`src/rtl/inst_fetch.sv`:
```
// -----------------------------------------------------------------------------
// inst_fetch -- instruction fetch front end
//
// Keeps the fetch PC and drives one-at-a-time requests onto the instruction
// memory bus. Each response is written into a 2-entry FIFO of {pc, inst}, and
// the FIFO head is presented to the IF/ID register. A redirect flushes the
// FIFO and restarts fetch at the target. A response that belongs to the
// pre-redirect stream is dropped. A bus error pushes a marked NOP and halts
// fetch until the next redirect.
//
// Ports
//   clk, rst                  clock, asynchronous active-high reset
//   redirect_valid/_pc        branch/jump/trap redirect request and target
//   if_id_stall               IF/ID holding; FIFO head is not consumed
//   imem_req/_addr/_gnt       fetch request handshake
//   imem_rvalid/_rdata/_err   fetch response
//   if_valid/_pc/_inst        presented instruction;
//                             if_inst = {bus_err, misaligned, 1'b0, instr}
//
// Configuration
//   IF_MISALIGN_CHK_EN  when defined, a redirect to a target that is not
//                       word-aligned pushes a marked NOP (if_inst[33]=1)
//                       and halts. When undefined, the target's low two
//                       bits are cleared instead.
// -----------------------------------------------------------------------------
module inst_fetch #(
  parameter logic [31:0] RESET_PC = 32'h0000_0000
) (
  input  logic        clk,
  input  logic        rst,
  input  logic        redirect_valid,
  input  logic [31:0] redirect_pc,
  input  logic        if_id_stall,
  output logic        imem_req,
  output logic [31:0] imem_addr,
  input  logic        imem_gnt,
  input  logic        imem_rvalid,
  input  logic [31:0] imem_rdata,
  input  logic        imem_err,
  output logic        if_valid,
  output logic [31:0] if_pc,
  output logic [34:0] if_inst
);

  localparam logic [0:0]  ST_FETCH = 1'b0;
  localparam logic [0:0]  ST_HALT  = 1'b1;
  localparam logic [31:0] NOP      = 32'h0000_0013;
  localparam logic [34:0] NOP_INST = {3'b000, NOP};

  logic [0:0]  state_q, state_d;
  logic [31:0] pc_q, pc_d;
  logic [31:0] req_pc_q, req_pc_d;
  logic        outstanding_q, outstanding_d;
  logic        drop_q, drop_d;
  logic [1:0]  count_q, count_d;
  logic        rd_ptr_q, rd_ptr_d;
  logic        wr_ptr_q, wr_ptr_d;
  logic [31:0] fifo_pc_q   [2];
  logic [34:0] fifo_inst_q [2];

  logic        grant;
  logic        pop;
  logic        push;
  logic        push_idx;
  logic [31:0] push_pc;
  logic [34:0] push_inst;
  logic [31:0] redirect_tgt;

  // Only one request may be in flight. An in-flight request also reserves a
  // FIFO slot, so a response always has room to land.
  assign imem_req = !rst && (state_q == ST_FETCH) && !outstanding_q
                    && ((count_q + {1'b0, outstanding_q}) < 2'd2)
                    && !redirect_valid;
  assign imem_addr = pc_q;
  assign grant     = imem_req && imem_gnt;
  assign pop       = !if_id_stall && (count_q != 2'd0);

`ifdef IF_MISALIGN_CHK_EN
  assign redirect_tgt = redirect_pc;
`else
  assign redirect_tgt = redirect_pc & 32'hFFFF_FFFC;
`endif

  // NOTE: every signal gets a default at the top so that no path leaves it
  // unassigned, which would infer a latch.
  always_comb begin
    state_d       = state_q;
    pc_d          = pc_q;
    req_pc_d      = req_pc_q;
    outstanding_d = outstanding_q;
    drop_d        = drop_q;
    count_d       = count_q;
    rd_ptr_d      = rd_ptr_q;
    wr_ptr_d      = wr_ptr_q;
    push          = 1'b0;
    push_idx      = wr_ptr_q;
    push_pc       = req_pc_q;
    push_inst     = {imem_err, 2'b00, imem_rdata};

    if (redirect_valid) begin
      // Flush and restart. A response in the same cycle is discarded. If the
      // response has not arrived yet, it is marked for dropping.
      pc_d     = redirect_tgt;
      state_d  = ST_FETCH;
      count_d  = 2'd0;
      rd_ptr_d = 1'b0;
      wr_ptr_d = 1'b0;
      if (outstanding_q) begin
        if (imem_rvalid) begin
          outstanding_d = 1'b0;
          drop_d        = 1'b0;
        end else begin
          drop_d = 1'b1;
        end
      end
`ifdef IF_MISALIGN_CHK_EN
      if (redirect_pc[1:0] != 2'b00) begin
        push      = 1'b1;
        push_idx  = 1'b0;
        push_pc   = redirect_pc;
        push_inst = {1'b0, 1'b1, 1'b0, NOP};
        wr_ptr_d  = 1'b1;
        count_d   = 2'd1;
        state_d   = ST_HALT;
      end
`endif
    end else begin
      if (grant) begin
        req_pc_d      = pc_q;
        outstanding_d = 1'b1;
        pc_d          = pc_q + 32'd4;
      end
      // A grant and a response cannot land in the same cycle. The grant
      // requires outstanding_q=0, and the response requires outstanding_q=1.
      if (imem_rvalid && outstanding_q) begin
        outstanding_d = 1'b0;
        if (drop_q) begin
          drop_d = 1'b0;
        end else begin
          push = 1'b1;
          if (imem_err) begin
            push_inst = {1'b1, 2'b00, NOP};
            state_d   = ST_HALT;
          end
        end
      end
      if (push) wr_ptr_d = ~wr_ptr_q;
      if (pop)  rd_ptr_d = ~rd_ptr_q;
      count_d = count_q + {1'b0, push} - {1'b0, pop};
    end
  end

  // NOTE: state registers use non-blocking assignments, so every always_ff
  // block samples the pre-edge values no matter what order the blocks run.
  always_ff @(posedge clk or posedge rst) begin
    if (rst) begin
      state_q       <= ST_FETCH;
      pc_q          <= RESET_PC;
      req_pc_q      <= 32'h0;
      outstanding_q <= 1'b0;
      drop_q        <= 1'b0;
      count_q       <= 2'd0;
      rd_ptr_q      <= 1'b0;
      wr_ptr_q      <= 1'b0;
    end else begin
      state_q       <= state_d;
      pc_q          <= pc_d;
      req_pc_q      <= req_pc_d;
      outstanding_q <= outstanding_d;
      drop_q        <= drop_d;
      count_q       <= count_d;
      rd_ptr_q      <= rd_ptr_d;
      wr_ptr_q      <= wr_ptr_d;
    end
  end

  // NOTE: the FIFO storage has no reset. count_q gates every read, so stale
  // contents are never visible, and leaving the reset out keeps it plain RAM.
  always_ff @(posedge clk) begin
    if (push) begin
      fifo_pc_q[push_idx]   <= push_pc;
      fifo_inst_q[push_idx] <= push_inst;
    end
  end

  assign if_valid = (count_q != 2'd0);
  assign if_pc    = if_valid ? fifo_pc_q[rd_ptr_q]   : 32'h0;
  assign if_inst  = if_valid ? fifo_inst_q[rd_ptr_q] : NOP_INST;

endmodule

```
`config.mk`:
```
export PLATFORM = sky130hd
export DESIGN_NAME = inst_fetch
export DESIGN_NICKNAME = d
export VERILOG_FILES = /design/src/rtl/inst_fetch.sv
export SDC_FILE = /design/constraint.sdc
export NUM_CORES = 1
export LEC_CHECK = 0
export ABC_AREA = 1
export CELL_PAD_IN_SITES_DETAIL_PLACEMENT = 1
export CELL_PAD_IN_SITES_GLOBAL_PLACEMENT = 1
export CORE_ASPECT_RATIO = 1.2
export CORE_MARGIN = 2
export CORE_UTILIZATION = 39
export DETAILED_ROUTE_END_ITERATION = 16
export GPL_TIMING_DRIVEN = 0
export PLACE_DENSITY_LB_ADDON = 0.25
export SYNTH_ARGS = -nofsm -noshare
export SYNTH_HDL_FRONTEND = slang
export SYNTH_SLANG_ARGS = --single-unit
```
`constraint.sdc`:
```
create_clock -name clk -period 5.6 [get_ports clk]
set_clock_uncertainty 0.1 [all_clocks]
set_input_delay 1.12 -clock clk [delete_from_list [all_inputs] [get_ports clk]]
set_output_delay 1.12 -clock clk [all_outputs]
set_load 0.01 [all_outputs]
```
# After elaboration in Yosys (flattened, before gate mapping)
# Memory sizes are Yosys's and may differ from the RTL's.
# Cells that the tools add are included.
# totals
wordCells	73
regBits	71
inputBits	71
mem_bits_rw	134
out_inout_bits	101
memories	2
# memory_table
name	depth	word_bits	read_ports	rd_ports_with_merged_regs	write_ports	line_no	source
fifo_inst_q	2	35	1	0	1	59	logic [34:0] fifo_inst_q [2];
fifo_pc_q	2	32	1	0	1	58	logic [31:0] fifo_pc_q [2];
# op_classes
bitwise	4
reduce_logical	21
magnitude_cmp	1
add_sub_neg	4
n_eq_ne	2
n_mux	31
# op_table
cell	n
35-bit two-way mux	5
32-bit two-way mux	3
32-bit by 3-bit adder with 32-bit output (second input constant)	1
1-bit two-way mux	22
2-bit nonzero test	6
1-bit logical AND	7
2-bit by 1-bit adder with 2-bit output	2
1-bit zero test	4
1-bit NOT	4
2-bit AND reduction	2
3-bit AND reduction	1
3-bit nonzero test	1
2-bit less-than comparator (second input constant)	1
2-bit two-way mux	1
2-bit by 1-bit inequality test with 1-bit output (second input constant)	1
2-bit inequality test (second input constant)	1
2-bit by 1-bit subtractor with 2-bit output	1

# Logic depth before layout (Yosys ltp)
# Gate-level depths: netlist of run 1.
# depth
word_depth	9
ltp_mapped	9
mapped_depth_nobuf	9

# Worst setup path after synthesis of run 1
# Ideal clock, no wire load.
# synth_timing
path_type	input to register
from	in imem_rvalid
to	mem fifo_inst_q[0][0] (enable)
setup_slack_ns	0.896
setup_time_ns	0.484
arrival_time_ns	4.120
path_buffers	0
t_required_ns	5.016
stages	4
path_cell_list	nand2_1 nor2_1 nand2_1 nor2_1
# synth_between
elab_chain_cells	6
# synth_lines
item	line_no	source
from (decl)	37	input logic imem_rvalid,
1-bit logical AND	135	if (imem_rvalid && outstanding_q) begin
1-bit two-way mux	135	
1-bit two-way mux (2 in a row)	100	if (redirect_valid) begin
1-bit two-way mux	180	if (push) begin
1-bit two-way mux (implied by the code)	182	fifo_inst_q[push_idx] <= push_inst;
to (decl)	59	
# No other way between the ends. The select of a mux whose other input is x is not followed.

# Worst setup path after layout of run 1
# layout_timing
from	in rst
to	out imem_req
# layout_between
elab_chain_cells	5
# layout_lines
item	line_no	source
from (decl)	30	input logic rst,
1-bit zero test (no source line)	n/a	
1-bit logical AND (2 in a row)	71	assign imem_req = !rst && (state_q == ST_FETCH) && !outstanding_q
1-bit logical AND	72	&& ((count_q + {1'b0, outstanding_q}) < 2'd2)
1-bit logical AND	73	&& !redirect_valid;
to (decl)	34	output logic imem_req,
# No other way between the ends.

==> flow_summary.yaml, run 1 <==
timing:
  drv_slew: 0
  rsz0062_at_grt: "no"
  fin_crit_sh_pct: 74.7
  setup_viol: 0
  period_needed_ns: 4.19
  hold_viol_final: 0
  fmax_mhz: 239
  fin_setup_tns_ns: 0
  setup_slack_ns: 1.41
  slew_headroom_pct: 41.1
  tightest_slew_ns: 0.880
clocking:
  cts_resized: 0
  htreeDepth: 4
  ctsLongestPathBuffers: 2
  cts_root_buf: "clkbuf_16"
  cts_post_setup_buffers_inserted: 0
  clkTransAtPathRegs_ns: 0.06
  clk_latency_ns: 0.44
  holdBufCountCts: 0
  cts_buffers: 17
  clock-sinks: 193
  cts_tree: "done"
synthesis:
  synth_top_area_share_pct: 44.0
  synth_seq_area_share_pct: 63.6
  syn-cell-area_um2: 8590
  ys_async_sr_fraction_pct: 34.7
  ys_ff_latch: 193
  synth_area_leaders: "edfxtp_1 (44%), dfrtp_1 (20%), nand2_1 (15%), inv_1 (4.1%), a21oi_1 (3.6%)"
  ys.flop_type: "edfxtp_1"
  synth_warnings: 0
  yosysTopAreaCell: "edfxtp_1"
  synth_edf_count: 126
  syn_avg_cell_area_um2: 9.42
  synth_cell_type_count: 27
  synthesis.instances: 912
layout:
  syn2layout_area_growth_pct: 32.1
  regArea_um2: 5460
  n_fill_cell: 2453
  drive_gt1_share_pct: 6.91
  fin_nets: 1176
  insertedDiodeCount: 0
  multi_input_area_um2: 2570
  fin_area_um2: 11300
pwr:
  leakage_uw: 0.00471
  peakVddDrop_mv: 0.210
  finalPower_uw: 5020
  pwr_density_cell_nw_per_um2: 442
hold_path:
  worstHoldPathCells: 0
  hold_path.class: "register to register"
global_route:
  grt_pass1_wl_um: 37200
  grt_usage_pct: 20.7
  grt_max_degree: 70
  grt_pass1_vias: 7049
  antenna_found_initial: 0
  grt_overflow: 0
critical_path:
  critPathKind: "input pin to output pin"
  worstSetupEndpointType: "output pin"
  reg2regPathDepth: 7
  critical_path_peak_fanout: 69
  start_kind: "input pin"
  required_ns: 4.38
  critPathArrivalTime_ns: 2.97
detailed_routing:
  dr.pass1.iters: 4
  drt-wirelength-per-cell_um: 16.9
  wl_met2_um: 12600
  num_vias: 6789
  drc: 0
  drtIter0Drc: 277
  ant_nets: 0
  vias_per_cell: 4.89
  routed_wl_um: 23400
  wl_met1_um: 9550
  dr_wl_met3_um: 779
  dr.max_layer_used: "met4"
place:
  port_buffers: 162
  dpl_cell_area_um2: 10700
  dp_hpwl_um: 17400
  place.gp.congestion: 0.813
  place_ws_ns: 1.32
flow_run:
  maxCapViolCount: 0
floorplan:
  die_x_um: 139
  ioPinCount: 172
  dieArea_um2: 23200
  start_util_pct: 39.7
  core.rowCount: 59
  die_h_um: 167
  core_area_um2: 21600
run_status:
  outcome: "complete, no violations"
registers in the layout, indices dropped and copies added, names as in the netlist, 2 cells and up:
register / flops
count_q: 2
fifo_inst_q: 66
fifo_pc_q: 60
imem_addr: 30
push_pc: 30
final timing paths:
path	slack [ns]	end	start
setup / recovery	1.41	imem_req	rst
hold / removal	0.37	fifo_pc_q[0][21]	push_pc[21]
setup reg to reg	3.26	count_q[1]	count_q[1]
hold reg to reg	0.37	fifo_pc_q[0][21]	push_pc[21]
max in group asynchronous	3.71	push_pc[26]	rst
min in group asynchronous	1.11	imem_addr[4]	rst
cell usage after synthesis, drive strengths merged, types with 2 or more instances:
cell type	n
nand2	344
edfxtp	126
inv	95
dfrtp	67
a21oi	61
nand3	61
o21ai	49
nor2	47
buf	25
clkbuf	19
o211ai	6
ha	3
o21a	2
xnor2	2
placed cells by master, fill, tap and decap left out, types with 3 or more instances in the layout:
master / synthesis / final
nand2_1: 338 / 338
buf_6: 3 / 3
nand2_2: 5 / 5
inv_6: 0 / 3
ha_1: 3 / 3
bufinv_16: 0 / 5
conb_1: 1 / 6
edfxtp_1: 126 / 126
nor2_4: 5 / 7
nand3_1: 61 / 61
clkbuf_1: 19 / 22
dfrtp_1: 67 / 67
nor2_1: 40 / 38
buf_2: 12 / 12
a21oi_1: 61 / 61
buf_4: 10 / 10
clkdlybuf4s50_1: 0 / 162
inv_1: 93 / 92
clkbuf_16: 0 / 18
o211ai_1: 6 / 6
o21ai_0: 49 / 49
area by class of cell:
type,count,share of cell area [%]
Timing Repair Buffer,166,15.1
Clock buffer,21,4.07
Tap cell,274,3.02
Multi-Input combinational cell,585,22.6
Sequential cell,193,48.1
Buffer,44,2.12
Inverter,95,3.19
Clock inverter,11,1.76
per-stage QoR:
step / hold slack (ns) / utilization, % / std cells
2_1_floorplan: 0.342 / - / 917
3_3_place_gp: 0.349 / 48.9 / 1353
3_5_place_dp: 0.358 / 49.4 / 1357
4_1_cts: 0.372 / 52.5 / 1389
5_1_grt: 0.385 / 52.5 / 1389
6_report: 0.373 / 52.5 / 1389
worst max-delay path, stage by stage:
cell,delay (ns)
clkdlybuf4s50_1,0.44
inv_4,0.63
nand3_1,0.16
inv_1,0.08
clkdlybuf4s50_1,0.52
routing by layer:
| metal | vias up | global-route usage (%) |
|---|---|---|
| li1 | 3323 | - |
| met1 | 3284 | 24.2 |
| met2 | 155 | 37.9 |
| met3 | 27 | 3.48 |
| met4 | 0 | 7.55 |
| met5 | - | 0 |
cells by family (layout without fill, tap and decap cells):
kind of cell,after synthesis,after routing,synth area share (%)
compound gates,119,119,7.18
xor+xnor,3,3,0.306
fa+ha+maj,3,3,0.437
buf+inv,139,337,6.98
flops,193,193,63.6
other cells,1,6,0.0436
simple gates,454,454,21.5
power breakdown:
| part | leakage, µW | total [µW] | internal (µW) | switching [µW] |
|---|---|---|---|---|
| registers | 0.00198 | 1990 | 1800 | 187 |
| clock network | 0.000314 | 1350 | 825 | 522 |
| logic | 0.00242 | 1680 | 744 | 934 |
(Power assumes the default switching activity.)
==> run 2: changes to the inputs <==
Settings changed: CORE_UTILIZATION 39 to 35.
Clock period 5.6 ns to 3.5 ns, I/O delays scaled along.
==> flow_summary.yaml, run 2 (synthesized netlist as in run 1, its figures left out) <==
timing:
  fmax_mhz: 310
  period_needed_ns: 3.23
  setup_slack_ns: 0.271
  fin_crit_sh_pct: 92.3
  rsz0062_at_grt: "no"
  slew_headroom_pct: 55.2
  fin_setup_tns_ns: 0
  hold_viol_final: 0
  tightest_slew_ns: 0.673
  drv_slew: 0
  setup_viol: 0
detailed_routing:
  drt-wirelength-per-cell_um: 17.1
  drc: 0
  routed_wl_um: 24500
  drtIter0Drc: 237
  vias_per_cell: 4.70
  num_vias: 6744
  ant_nets: 0
  dr.pass1.iters: 5
floorplan:
  core_area_um2: 24000
  die_x_um: 147
  core.rowCount: 62
  die_h_um: 176
  start_util_pct: 35.7
  ioPinCount: 172
  dieArea_um2: 25800
layout:
  stdcell_count: 1435
  drive_gt1_share_pct: 7.26
  insertedDiodeCount: 0
  regMostFlops: "fifo_inst_q"
  largest_reg_flops: 66
  top_regs: "fifo_inst_q x66, fifo_pc_q x60"
  fin_nets: 1176
  final_core_utilization_pct: 47.0
  mostFrequentLayoutCells: "nand2_1 (338), clkdlybuf4s50_1 (162), edfxtp_1 (126)"
  final_common_cell: "nand2_1"
  syn2layout_area_growth_pct: 31.7
global_route:
  grt_max_degree: 70
  grt_pass1_wl_um: 38600
  grt_overflow: 0
  grt_pass1_vias: 7131
  antenna_found_initial: 0
  grt_usage_pct: 19.3
clocking:
  cts_tree: "done"
  holdBufCountCts: 0
  cts_root_buf: "clkbuf_16"
  cts_post_setup_buffers_inserted: 0
  clkTransAtPathRegs_ns: 0.07
  htreeDepth: 4
  cts_buffers: 17
  clock-sinks: 193
  clk_latency_ns: 0.43
  ctsLongestPathBuffers: 2
place:
  place_ws_ns: 0.0629
  port_buffers: 162
  place.gp.congestion: 0.871
  dp_cells: 1403
  dp_hpwl_um: 17900
flow_run:
  maxCapViolCount: 0
pwr:
  pwr_density_cell_nw_per_um2: 690
  leakage_uw: 0.00468
  peakVddDrop_mv: 0.315
critical_path:
  start_kind: "register"
  worstSetupEndpointType: "output pin"
  critical_path_peak_fanout: 10
  critPathKind: "register to output pin"
  critPathArrivalTime_ns: 2.43
  required_ns: 2.70
run_status:
  outcome: "complete, no violations"
hold_path:
  hold_path.class: "register to register"
[run 2: path summary, 6_finish.rpt]
check	startpoint	to	slack, ns	cells past startpoint
worst max-delay path	count_q[1]	if_inst[9]	0.27	4
worst min-delay path	push_pc[27]	fifo_pc_q[0][27]	0.38	0
worst max register to register	count_q[1]	count_q[1]	1.47	7
worst min register to register	push_pc[27]	fifo_pc_q[0][27]	0.38	0
max in group asynchronous	rst	push_pc[31]	2.18	2
min in group asynchronous	rst	drop_q	0.63	2
[run 2: area by class of cell]
cell class	instances	area, µm²
Clock buffer	17	425
Inverter	95	364
Sequential cell	193	5460
Fill cell	2798	12700
Clock inverter	15	153
Tap cell	320	400
Buffer	44	241
Multi-Input combinational cell	585	2570
Timing Repair Buffer	166	1700
[run 2: what timing repair did]
item,4_1_cts,5_1_grt
gates resized for setup,1,3
endpoints found under the setup margin,39,3
gates cloned,0,0
[run 2: metal layers]
metal / GRT usage, % / routed length, µm / vias to the layer above
met5: 0 / 0 / -
met4: 5.49 / 438 / 0
met3: 2.83 / 780 / 27
met2: 35.5 / 12800 / 147
met1: 23.6 / 10500 / 3244
li1: - / - / 3326
[run 2: power breakdown]
group | internal [µW] | switching [µW]
combinational | 1190 | 1500
sequential | 2880 | 305
clock | 1000 | 914
[run 2: through the flow]
step	power [µW]	hold WS [ns]	area [µm²]
floorplan	4420	0.342	8610
global placement	5860	0.351	10600
detailed placement	5970	0.357	10700
CTS	7920	0.381	11300
global route	8280	0.399	11300
finish	7800	0.377	11300
[run 2: critical path, stage by stage (launching register included)]
cell,delay (ns)
dfrtp_1,0.44
nor2_2,0.44
clkbuf_1,0.47
a21oi_1,0.11
clkdlybuf4s50_1,0.53
==> run 3: changes to the inputs <==
Settings changed: CTS_CLUSTER_SIZE set to 40.
==> results of run 3 <==
No change in the layout: final DEF, timing and power equal those of run 2.
